File: src/rtl/sqr_acc_pipe.sv
// sqr_acc_pipe: pipelined squarer with valid/ready flow control, runtime
// signed/unsigned operand mode and a sum-of-squares accumulator.
// Datapath: magnitude -> partial products -> carry-save chain -> final adder.
module sqr_acc_pipe #(
  parameter int width    = 8,
  parameter int stages   = 2,
  parameter int accWidth = 2*width+8,
  parameter int speed    = 0
) (
  input  logic                  CLK,
  input  logic                  RST,
  input  logic                  IV,
  output logic                  IR,
  input  logic [width-1:0]      X,
  input  logic                  SGN,
  input  logic                  ACC,
  input  logic                  CLR,
  output logic                  OV,
  input  logic                  OR,
  output logic [2*width-1:0]    P,
  output logic [accWidth-1:0]   S,
  output logic                  OVF
);

  localparam int PW = 2*width;

  typedef struct packed {
    logic acc;
    logic clr;
  } meta_t;

  typedef logic [width-1:0][PW-1:0] pp_t;

  logic              advance;
  logic [stages:1]   vld_q;
  logic [stages:0]   vld_pipe;

  assign advance  = ~OV | OR;
  assign IR       = advance;
  assign OV       = vld_q[stages];
  assign vld_pipe = {vld_q, IV};

  // ---------------- input: extend, take magnitude, form partial products
  logic [width:0]    xe;
  logic [width-1:0]  mag;
  pp_t               pp_in;
  meta_t             m_in;

  // Squaring is sign-insensitive, so square |xe|; it always fits in width bits
  // (max 2^w-1 unsigned, 2^(w-1) signed).
  assign xe   = SGN ? {X[width-1], X} : {1'b0, X};
  assign mag  = xe[width] ? (~xe[width-1:0] + width'(1)) : xe[width-1:0];
  assign m_in = '{acc: ACC, clr: CLR};

  // Row i is mag gated by bit i, shifted into place.
  always_comb begin
    for (int i = 0; i < width; i++)
      pp_in[i] = PW'(mag & {width{mag[i]}}) << i;
  end

  // ---------------- optional partial-product register
  pp_t   pp_b;
  meta_t m_b;

  generate
    if (stages == 3) begin : g_pp_reg
      pp_t   pp_q;
      meta_t m1_q;
      // Partial products and their sample's controls move together on advance.
      always_ff @(posedge CLK) begin
        if (advance) begin
          pp_q <= pp_in;
          m1_q <= m_in;
        end
      end
      assign pp_b = pp_q;
      assign m_b  = m1_q;
    end else begin : g_pp_comb
      assign pp_b = pp_in;
      assign m_b  = m_in;
    end
  endgenerate

  // ---------------- carry-save chain: folds one row per 3:2 compressor
  logic [PW-1:0] cs_s [width];
  logic [PW-1:0] cs_c [width];

  assign cs_s[0] = pp_b[0];
  assign cs_c[0] = '0;

  generate
    for (genvar i = 1; i < width; i++) begin : g_csa
      logic [PW-1:0] maj;
      assign cs_s[i] = cs_s[i-1] ^ cs_c[i-1] ^ pp_b[i];
      assign maj     = (cs_s[i-1] & cs_c[i-1]) | (cs_s[i-1] & pp_b[i]) |
                       (cs_c[i-1] & pp_b[i]);
      // Carry out of the top bit is dropped: the exact square fits in PW bits.
      assign cs_c[i] = maj << 1;
    end
  endgenerate

  // ---------------- optional sum/carry register
  logic [PW-1:0] s_f, c_f;
  meta_t         m_f;

  generate
    if (stages >= 2) begin : g_sc_reg
      logic [PW-1:0] s_q, c_q;
      meta_t         m2_q;
      // Redundant sum/carry pair plus controls, held while stalled.
      always_ff @(posedge CLK) begin
        if (advance) begin
          s_q  <= cs_s[width-1];
          c_q  <= cs_c[width-1];
          m2_q <= m_b;
        end
      end
      assign s_f = s_q;
      assign c_f = c_q;
      assign m_f = m2_q;
    end else begin : g_sc_comb
      assign s_f = cs_s[width-1];
      assign c_f = cs_c[width-1];
      assign m_f = m_b;
    end
  endgenerate

  // ---------------- final carry-propagate adder
  logic [PW-1:0] pfin;

  generate
    if (speed > 0) begin : g_fa_fast
      assign pfin = s_f + c_f;
    end else begin : g_fa_ripple
      // Explicit bit-serial ripple carry resolving the sum/carry pair.
      always_comb begin
        logic cy;
        cy   = 1'b0;
        pfin = '0;
        for (int i = 0; i < PW; i++) begin
          pfin[i] = s_f[i] ^ c_f[i] ^ cy;
          cy      = (s_f[i] & c_f[i]) | (s_f[i] & cy) | (c_f[i] & cy);
        end
      end
    end
  endgenerate

  // ---------------- output register and accumulator
  logic              load;
  logic [accWidth:0] acc_sum;

  assign load    = advance & vld_pipe[stages-1];
  assign acc_sum = {1'b0, S} + (accWidth+1)'(pfin);

  // Valid bits shift with the data; P/S/OVF update only when a real sample
  // enters the output register, so they hold through stalls and bubbles.
  always_ff @(posedge CLK) begin
    if (RST) begin
      vld_q <= '0;
      P     <= '0;
      S     <= '0;
      OVF   <= 1'b0;
    end else if (advance) begin
      vld_q <= vld_pipe[stages-1:0];
      if (load) begin
        P <= pfin;
        case ({m_f.clr, m_f.acc})
          2'b11: begin S <= accWidth'(pfin);          OVF <= 1'b0; end
          2'b10: begin S <= '0;                       OVF <= 1'b0; end
          2'b01: begin S <= acc_sum[accWidth-1:0];    OVF <= OVF | acc_sum[accWidth]; end
          default: ;
        endcase
      end
    end
  end

endmodule

File: config.mk
export PLATFORM = sky130hd
export DESIGN_NAME = sqr_acc_pipe
export DESIGN_NICKNAME = d
export VERILOG_FILES = /design/src/rtl/sqr_acc_pipe.sv
export SDC_FILE = /design/constraint.sdc
export NUM_CORES = 1
export LEC_CHECK = 0
export ABC_CLOCK_PERIOD_IN_PS = 15800
export CORE_ASPECT_RATIO = 2
export CORE_MARGIN = 2
export CORE_UTILIZATION = 29
export DETAILED_ROUTE_END_ITERATION = 8
export GPL_ROUTABILITY_DRIVEN = 0
export GPL_TIMING_DRIVEN = 0
export PLACE_DENSITY_LB_ADDON = 0.05
export SLEW_MARGIN = 10
export SYNTH_ARGS = -nofsm -noshare
export SYNTH_HDL_FRONTEND = slang
export SYNTH_SLANG_ARGS = --single-unit
File: constraint.sdc
create_clock -name CLK -period 15.8 [get_ports CLK]
set_input_delay 1.58 -clock CLK [delete_from_list [all_inputs] [get_ports CLK]]
set_output_delay 1.58 -clock CLK [all_outputs]
set_load 0.005 [all_outputs]
== Word level (Yosys, flattened, before mapping) ==
Cells that the tools add are included.
Cells by class
  add/sub/neg operators: 2
  multipliers: 0
  divide/modulo/power cells: 0
  order comparisons: 0
  equal/unequal tests: 3
  shift operators: 0
  muxes and demuxes: 4
  bitwise gates (word level): 152
  reductions and logical operators: 6
Operators with widths (number)
  $pmux W24 S3: 1
  $and A8 B8 Y8: 8
  $and A1 B1 Y1: 41
  $and A14 B15 Y15: 2
  $or A15 B15 Y15: 2
  $xor A1 B1 Y1: 29
  $and A13 B14 Y14: 2
  $or A1 B1 Y1: 28
  $or A14 B14 Y14: 2
  $and A12 B13 Y13: 2
  $or A13 B13 Y13: 2
  $add A24 B16 Y25: 1
  $and A11 B12 Y12: 2
  $or A12 B12 Y12: 2
  $and A10 B11 Y11: 2
  $or A11 B11 Y11: 2
  $and A9 B10 Y10: 2
  $or A10 B10 Y10: 2
  $and A15 B15 Y15: 1
  $xor A14 B15 Y15: 1
  $xor A15 B15 Y15: 1
  $and A14 B14 Y14: 1
  $xor A13 B14 Y14: 1
  $xor A14 B14 Y14: 1
  27 further kinds: 29
Word-level totals
  bits in registers: 76
  bits in latches: 0
  memory bits (writable): 0
  memory bits (read-only): 0
  word-level logic and storage cells: 175
  memories kept: 0

== Longest topological paths before layout ==
  depth in word-level cells: 44
  gate-level depth with buffers: 20

== Worst setup path after synthesis ==
No wires, ideal clock.
  path kind: input to register
  start point: input X[0]
  end point: register g_sc_reg.s_q[7] (data pin)
  library setup time: 269 ps
  arrival time: 6068 ps
  path slack: 9463 ps
  stages on the path: 20
  buffers on the path: 1
  cell sequence: clkbuf_2 > inv_1 > ha_1 > nor3b_1 > a21oi_1 > xnor2_1 > inv_1 > nand2_1 > inv_1 > ha_1 > inv_1 > fa_1 > fa_1 > inv_1 > fa_1 > fa_1 > inv_1 > fa_1 > inv_1 > fa_1
RTL lines
  start, declared: RTL line 14  | input logic [width-1:0] X,
  end signal, assigned: RTL line 113  | s_q <= cs_s[width-1];
  end, declared: RTL line 108  | logic [PW-1:0] s_q, c_q;

==> results.md <==
* Die Wd at between 90 and 100 um
* Worst-margin pin slew at 783 ps
* Vias per std cell at just under 5
* Tcrit/Tclk final at between 40% and 50%
* Avg Cell Area, Syn at 9.13 um2
* Hold Vio Cnt, Final at 0
* Core area at 16700 um2
* Post-synth top area cell: dfxtp_1
* Number of core rows at 67
* Worst reg2reg setup slack at around 11000 ps
* Post-CTS Setup Inserts at 0
* Yosys cell types at 57
* Switching Power at ~0.37 mW
* Clk_skew at 9.18 ps
* # DRC at 0
* Initial core utilization at around 29%
* Leak at 2.53 nW
* Post-CTS sizing at 0
* Syn nets at approximately 630
* CTS tree: done
* Max Slew Vio Count at 0
* Req. time, crit path at 15870 ps
* WHS Path Cells at 2
* Crit path DAT at about 7300 ps
* Layout Nets at about 700
* Prevailing post-synth register cell: dfxtp_1
* Setup violators final at 0
* Grt ovf at 0
* Clk root buf: clkbuf_16
* Seq pwr share at approximately a quarter
* DRT antenna net count at 0
* Pin count of the biggest net entering global routing at 31
* Avg WL per Cell at approximately 17 um
* R2R Path End: S[20]
* Post-CTS Hold Buffers at 0
* Tot GR Track Use at approximately 17%
* Mapped Area at 4910 um2
* Die area at roughly 18000 um2
* Final Critical Period at between 7000 and 8000 ps
* Yosys warns at 0
* Ys async rst share at 0%
* Pwr dens at between 150 and 200 nW/um2
* Worst Setup SP: X[0]
* Setup Crit Path Kind: in2reg
* Internal at 0.546 mW
* Mapped Cells at ~540
* Power share of the clock group at a little under a quarter
* DP HPWL at approximately 12000 um
* R2r startpoint: c_f[8]
* Power share of the combinational group at 50.3%
* Net Sw Frac at 40.4%
* Setup_tns at 0 ps
* Hold_ws at about 460 ps
* Worst min path class: reg2reg
* Initial antenna violation count at 0
* Hold Crit Endpoint: P[2]
* Synth top area cells: dfxtp_1 17%, fa_1 17%, edfxtp_1 14%
* Startpoint types: input pin
* Post-layout util at between 30 and 40%
* Number of I/O pins at slightly below 60
* Layout area overhead at 23.2%
* Vias at roughly 4000
* Fmax at 0.139 GHz
* DRT Pass-1 Iters at 4
* Clock Latency Late Sink at ~340 ps
* ANT cells at 0
* Number of enable flip-flop cells after synthesis at 23
* CTS max path bufs at 2
* Maximum fanout along the worst path at 8
* Max-slew headroom at about 46%
* Total power at 0.915 mW
* Post-synthesis sequential area ratio at a little over 30%
* First-pass GRT wire length at 22200 um
* Status: finished, final reports clean
* RSZ-0062 raised after global routing: false
* Crit. End Element: flop
* PortBufs at 56
* Worst Reg2Reg Path Length in Cells at 16
* Synth top area share at around 17%
* H-tree depth at 3
* Maximum capacitance violations at 0
* Min-delay src: P[2]
* Vias in the first global route at between 4000 and 5000
* CTS Sinks at 65
* Ratio of cells with drive above 1 in the final layout at 5.41%
* Seq cells post-synth at 65
* Clock transition at path regs at 50 ps
* Maximum vdd drop at around 0.000056 V
* Final wirelength at roughly 14000 um
* DIE HEIGHT at approximately 190 um
* DR iter-0 viols at about 110
* TritonCTS Buffers at 9
==> placed cells by master (no fill, tap or decap), types with 6 or more instances in the layout <==
master / count
nand2_1: 55
inv_1: 74
ha_1: 31
nor3_1: 14
clkbuf_16: 9
nor2_1: 50
clkdlybuf4s50_1: 56
o21ai_0: 17
nand2b_1: 6
xnor2_1: 16
fa_1: 41
and2_1: 6
xor2_1: 10
a21oi_1: 37
a211oi_1: 7
clkbuf_1: 12
a221oi_1: 7
dfxtp_1: 42
mux2i_1: 7
nand3_1: 14
edfxtp_1: 23
==> kinds of logic (layout without fill, tap and decap cells) <==
family | after synthesis | in the layout | share of synthesized area [%]
flops | 65 | 65 | 31.2
fa+ha+maj | 72 | 72 | 24.6
simple gates | 168 | 168 | 15.6
mux | 7 | 7 | 1.43
compound gates | 104 | 104 | 15.0
buf+inv | 95 | 167 | 7.51
other cells | 1 | 1 | 0.0763
xor+xnor | 26 | 26 | 4.64
==> stage by stage <==
stage / instances / instance area (um2) / setup WS [ps]
2_1_floorplan: 538 / 4910 / 9460
3_3_place_gp: 801 / 5730 / 8230
3_5_place_dp: 801 / 5730 / 8220
4_1_cts: 817 / 6050 / 8570
5_1_grt: 817 / 6050 / 8370
6_report: 817 / 6050 / 8580
==> synthesized netlist by cell type, drive strengths merged (2+ instances only) <==
master	instances
ha	31
xnor2	16
nor2	50
clkbuf	14
and4	2
a221oi	9
mux2i	7
o21ai	18
a2111oi	2
nand4	2
nand3	14
fa	41
a211oi	7
and3	4
inv	74
a311oi	2
o41ai	2
o211ai	5
a31oi	3
or3	5
edfxtp	23
nand2	55
nand2b	6
nor4	5
o31ai	2
nor3b	2
xor2	10
and2	6
nor3	15
dfxtp	42
buf	6
a21o	3
o22ai	2
o21a	5
a21oi	37
==> power by group through the flow <==
stage | combinational, mW | clock [mW] | sequential (mW)
3_3_place_gp | 0.455 | 0 | 0.241
5_1_grt | 0.527 | 0.233 | 0.240
3_5_place_dp | 0.463 | 0 | 0.241
4_1_cts | 0.465 | 0.225 | 0.237
6_report | 0.461 | 0.218 | 0.237
2_1_floorplan | 0.338 | 0 | 0.233
==> state kept, by name (all words and copies together), names as in the netlist <==
signal	cells
P	15
S	24
OVF	1
g_sc_reg.m2_q	2
c_f	7
g_sc_reg.s_q	14
vld_q	2
==> layer usage <==
layer / vias up / GRT usage, % / wire length [um]
met5: - / 0 / 0
met1: 1910 / 15.8 / 4710
met2: 88 / 32.2 / 8390
li1: 1953 / - / -
met4: 0 / 9.67 / 707
met3: 36 / 2.45 / 458
==> layout make-up <==
type                       count  area [um2]
buffer                        20        87.6
inverter                      75         282
tap                          207         259
timing repair buffer          56         561
sequential                    65        1530
clock inverter                 6        81.3
multi-input combinational    378        3010
clock buffer                  10         239
fill                        1714       10600
==> worst max-delay path, cell delays in order <==
cell and delay (ps):
clkdlybuf4s50_1 430, clkbuf_2 180, inv_1 140, ha_1 180, nor3b_1 300, nor2_1 90, xor2_1 620, inv_1 320
nor2_1 270, ha_1 310, fa_1 440, inv_1 80, fa_1 400, inv_1 80, fa_1 440, fa_1 510
inv_1 50, fa_1 390, inv_1 80, fa_1 400
==> worst max-delay path by stage <==
| stage | endpoint | slack (ps) | cells after the start |
|---|---|---|---|
| floorplan | g_sc_reg.s_q[7] | 9460 | 20 |
| global placement | g_sc_reg.s_q[7] | 8230 | 20 |
| detailed placement | g_sc_reg.s_q[7] | 8220 | 20 |
| CTS | g_sc_reg.s_q[7] | 8570 | 20 |
| global route | g_sc_reg.s_q[7] | 8370 | 20 |
| finish | g_sc_reg.s_q[7] | 8580 | 20 |
Power figures use the tool's default switching activity.
==> edit (config.mk and constraints unchanged) <==
Register the inputs `IV`, `X`, `SGN`, `ACC`, `CLR` and `OR` before use, without a reset. The logic sees them one clock later.
--- a/src/rtl/sqr_acc_pipe.sv
+++ b/src/rtl/sqr_acc_pipe.sv
@@ -31,14 +31,30 @@
 
   typedef logic [width-1:0][PW-1:0] pp_t;
 
+  logic IV_q;
+  logic [width-1:0] X_q;
+  logic SGN_q;
+  logic ACC_q;
+  logic CLR_q;
+  logic OR_q;
+
+  always_ff @(posedge CLK) begin
+    IV_q  <= IV;
+    X_q   <= X;
+    SGN_q <= SGN;
+    ACC_q <= ACC;
+    CLR_q <= CLR;
+    OR_q  <= OR;
+  end
+
   logic              advance;
   logic [stages:1]   vld_q;
   logic [stages:0]   vld_pipe;
 
-  assign advance  = ~OV | OR;
+  assign advance  = ~OV | OR_q;
   assign IR       = advance;
   assign OV       = vld_q[stages];
-  assign vld_pipe = {vld_q, IV};
+  assign vld_pipe = {vld_q, IV_q};
 
   // ---------------- input: extend, take magnitude, form partial products
   logic [width:0]    xe;
@@ -48,9 +64,9 @@
 
   // Squaring is sign-insensitive, so square |xe|; it always fits in width bits
   // (max 2^w-1 unsigned, 2^(w-1) signed).
-  assign xe   = SGN ? {X[width-1], X} : {1'b0, X};
+  assign xe   = SGN_q ? {X_q[width-1], X_q} : {1'b0, X_q};
   assign mag  = xe[width] ? (~xe[width-1:0] + width'(1)) : xe[width-1:0];
-  assign m_in = '{acc: ACC, clr: CLR};
+  assign m_in = '{acc: ACC_q, clr: CLR_q};
 
   // Row i is mag gated by bit i, shifted into place.
   always_comb begin
Behaviour: not the same (Yosys sat finds a counterexample within 4 cycles, from zero or initial values and one cycle with RST high).
==> edit against the unedited design <==
- sequential cell count grew 13
- area after synthesis grew 3.8%
- sequential power grew 14%
- wire length shrank 1.5%
- final area grew 2.7%
- total power grew 0.71%
- clock power shrank 2%
- setup slack gained 1.4 ns
- global-route usage shrank 0.83 points
- critical endpoint unchanged
==> edit: results (changes against the unedited design) <==
| Metric | Value |
|---|---|
| Pwr/cell area | 148 nW/um2 (was 151 nW/um2) |
| Placed Cells | 797 (was 801) |
| Worst path max stage delay | 0.52 ns (was 0.62 ns) |
| GR Layer Usage met1 | 0.148 (was 0.158) |
| Tap cells | 210 (was 207) |
| Port Buffer Count | 55 (was 56) |
| Overall Global Routing Usage | 0.159 (was 0.168) |
| Mux cell area share after synthesis | 0.00785 (was 0.0143) |
| WHS Path Cells | 0 (was 2) |
| Area after DPL | 5910 um2 (was 5730 um2) |
| Pin count of the biggest net entering global routing | 33 (was 31) |
| Tightest Pin Transition | 0.792 ns (was 0.783 ns) |
| Post-synth top cells | inv_1, dfxtp_1, nand2_1 (was inv_1, nand2_1, nor2_1) |
| Hold Crit Start | ACC_q (was P[2]) |
| Final hold slack | 0.401 ns (was 0.458 ns) |
| Switching fraction of total power | 0.388 (was 0.404) |
| Synth Area in XOR/XNOR | 0.0429 (was 0.0464) |
| Final Util | 0.360 (was 0.363) |
| Status | complete, no violations (unchanged) |
| Register Area | 1790 um2 (was 1530 um2) |
| Non-filler instance count after layout | 813 (was 817) |
| First-pass GRT wire length | 22500 um (was 22200 um) |
| Met3 WL post-DR | 360 um (was 458 um) |
| R2R depth | 20 (was 16) |
| Count of non-CTS buffers in the layout | 73 (was 76) |
| CLK BUF | 12 (was 10) |
| Synth cell types | 60 (was 57) |
| Layout clock area frac | 0.0485 (was 0.0529) |
| FF-to-FF End | g_sc_reg.s_q[7] (was S[20]) |
| Sequential Power | 271 uW (was 237 uW) |
| DRT iter0 DRCs | 130 (was 112) |
| Routed wl met2 | 8430 um (was 8390 um) |
| Layout cells sized above 1 | 0.0647 (was 0.0541) |
| Wire length on met1 | 4770 um (was 4710 um) |
| Synth top area cells | dfxtp_1, fa_1, edfxtp_1 (unchanged) |
| Synth Instances | 532 (was 538) |
| Pre-CTS setup slack | 9.96 ns (was 8.22 ns) |
| Vias in the first global route | 4110 (was 4095) |
| Clock Skews | 0.0111 ns (was 0.00918 ns) |
| Multi-input gate share of total cell area | 0.475 (was 0.498) |
| Post-DR wirelength/cell | 17.3 um (was 17.5 um) |
| Vias per inst | 4.86 (was 4.88) |
| Final nets | 685 (was 692) |
| Met3 GRT Util | 0.0186 (was 0.0245) |
| WP data arrival | 5.86 ns (was 7.29 ns) |
| Fillers | 1785 (was 1714) |
-- edit: cell count changes after synthesis, moves of 3 or more --
| cell | unedited run | this run |
|---|---|---|
| dfxtp_1 | 42 | 55 |
| nand2_1 | 55 | 49 |
| inv_1 | 74 | 71 |
| mux2i_1 | 7 | 4 |
| nand3_1 | 14 | 10 |
| nor2_1 | 50 | 39 |
| nand2b_1 | 6 | 1 |
| nor4_1 | 5 | 1 |
| o21a_1 | 5 | 1 |
| buf_2 | 5 | 2 |
| a21o_1 | 3 | 12 |
| nor2_2 | 0 | 3 |
-- edit: how the worst max path moves through the flow --
stage | from | end | cells after the start
floorplan | X_q[0] | g_sc_reg.s_q[7] | 20
global placement | X_q[0] | g_sc_reg.s_q[7] | 20
detailed placement | X_q[0] | g_sc_reg.s_q[7] | 20
CTS | X_q[0] | g_sc_reg.s_q[7] | 20
global route | X_q[0] | g_sc_reg.s_q[7] | 20
finish | X_q[0] | g_sc_reg.s_q[7] | 20
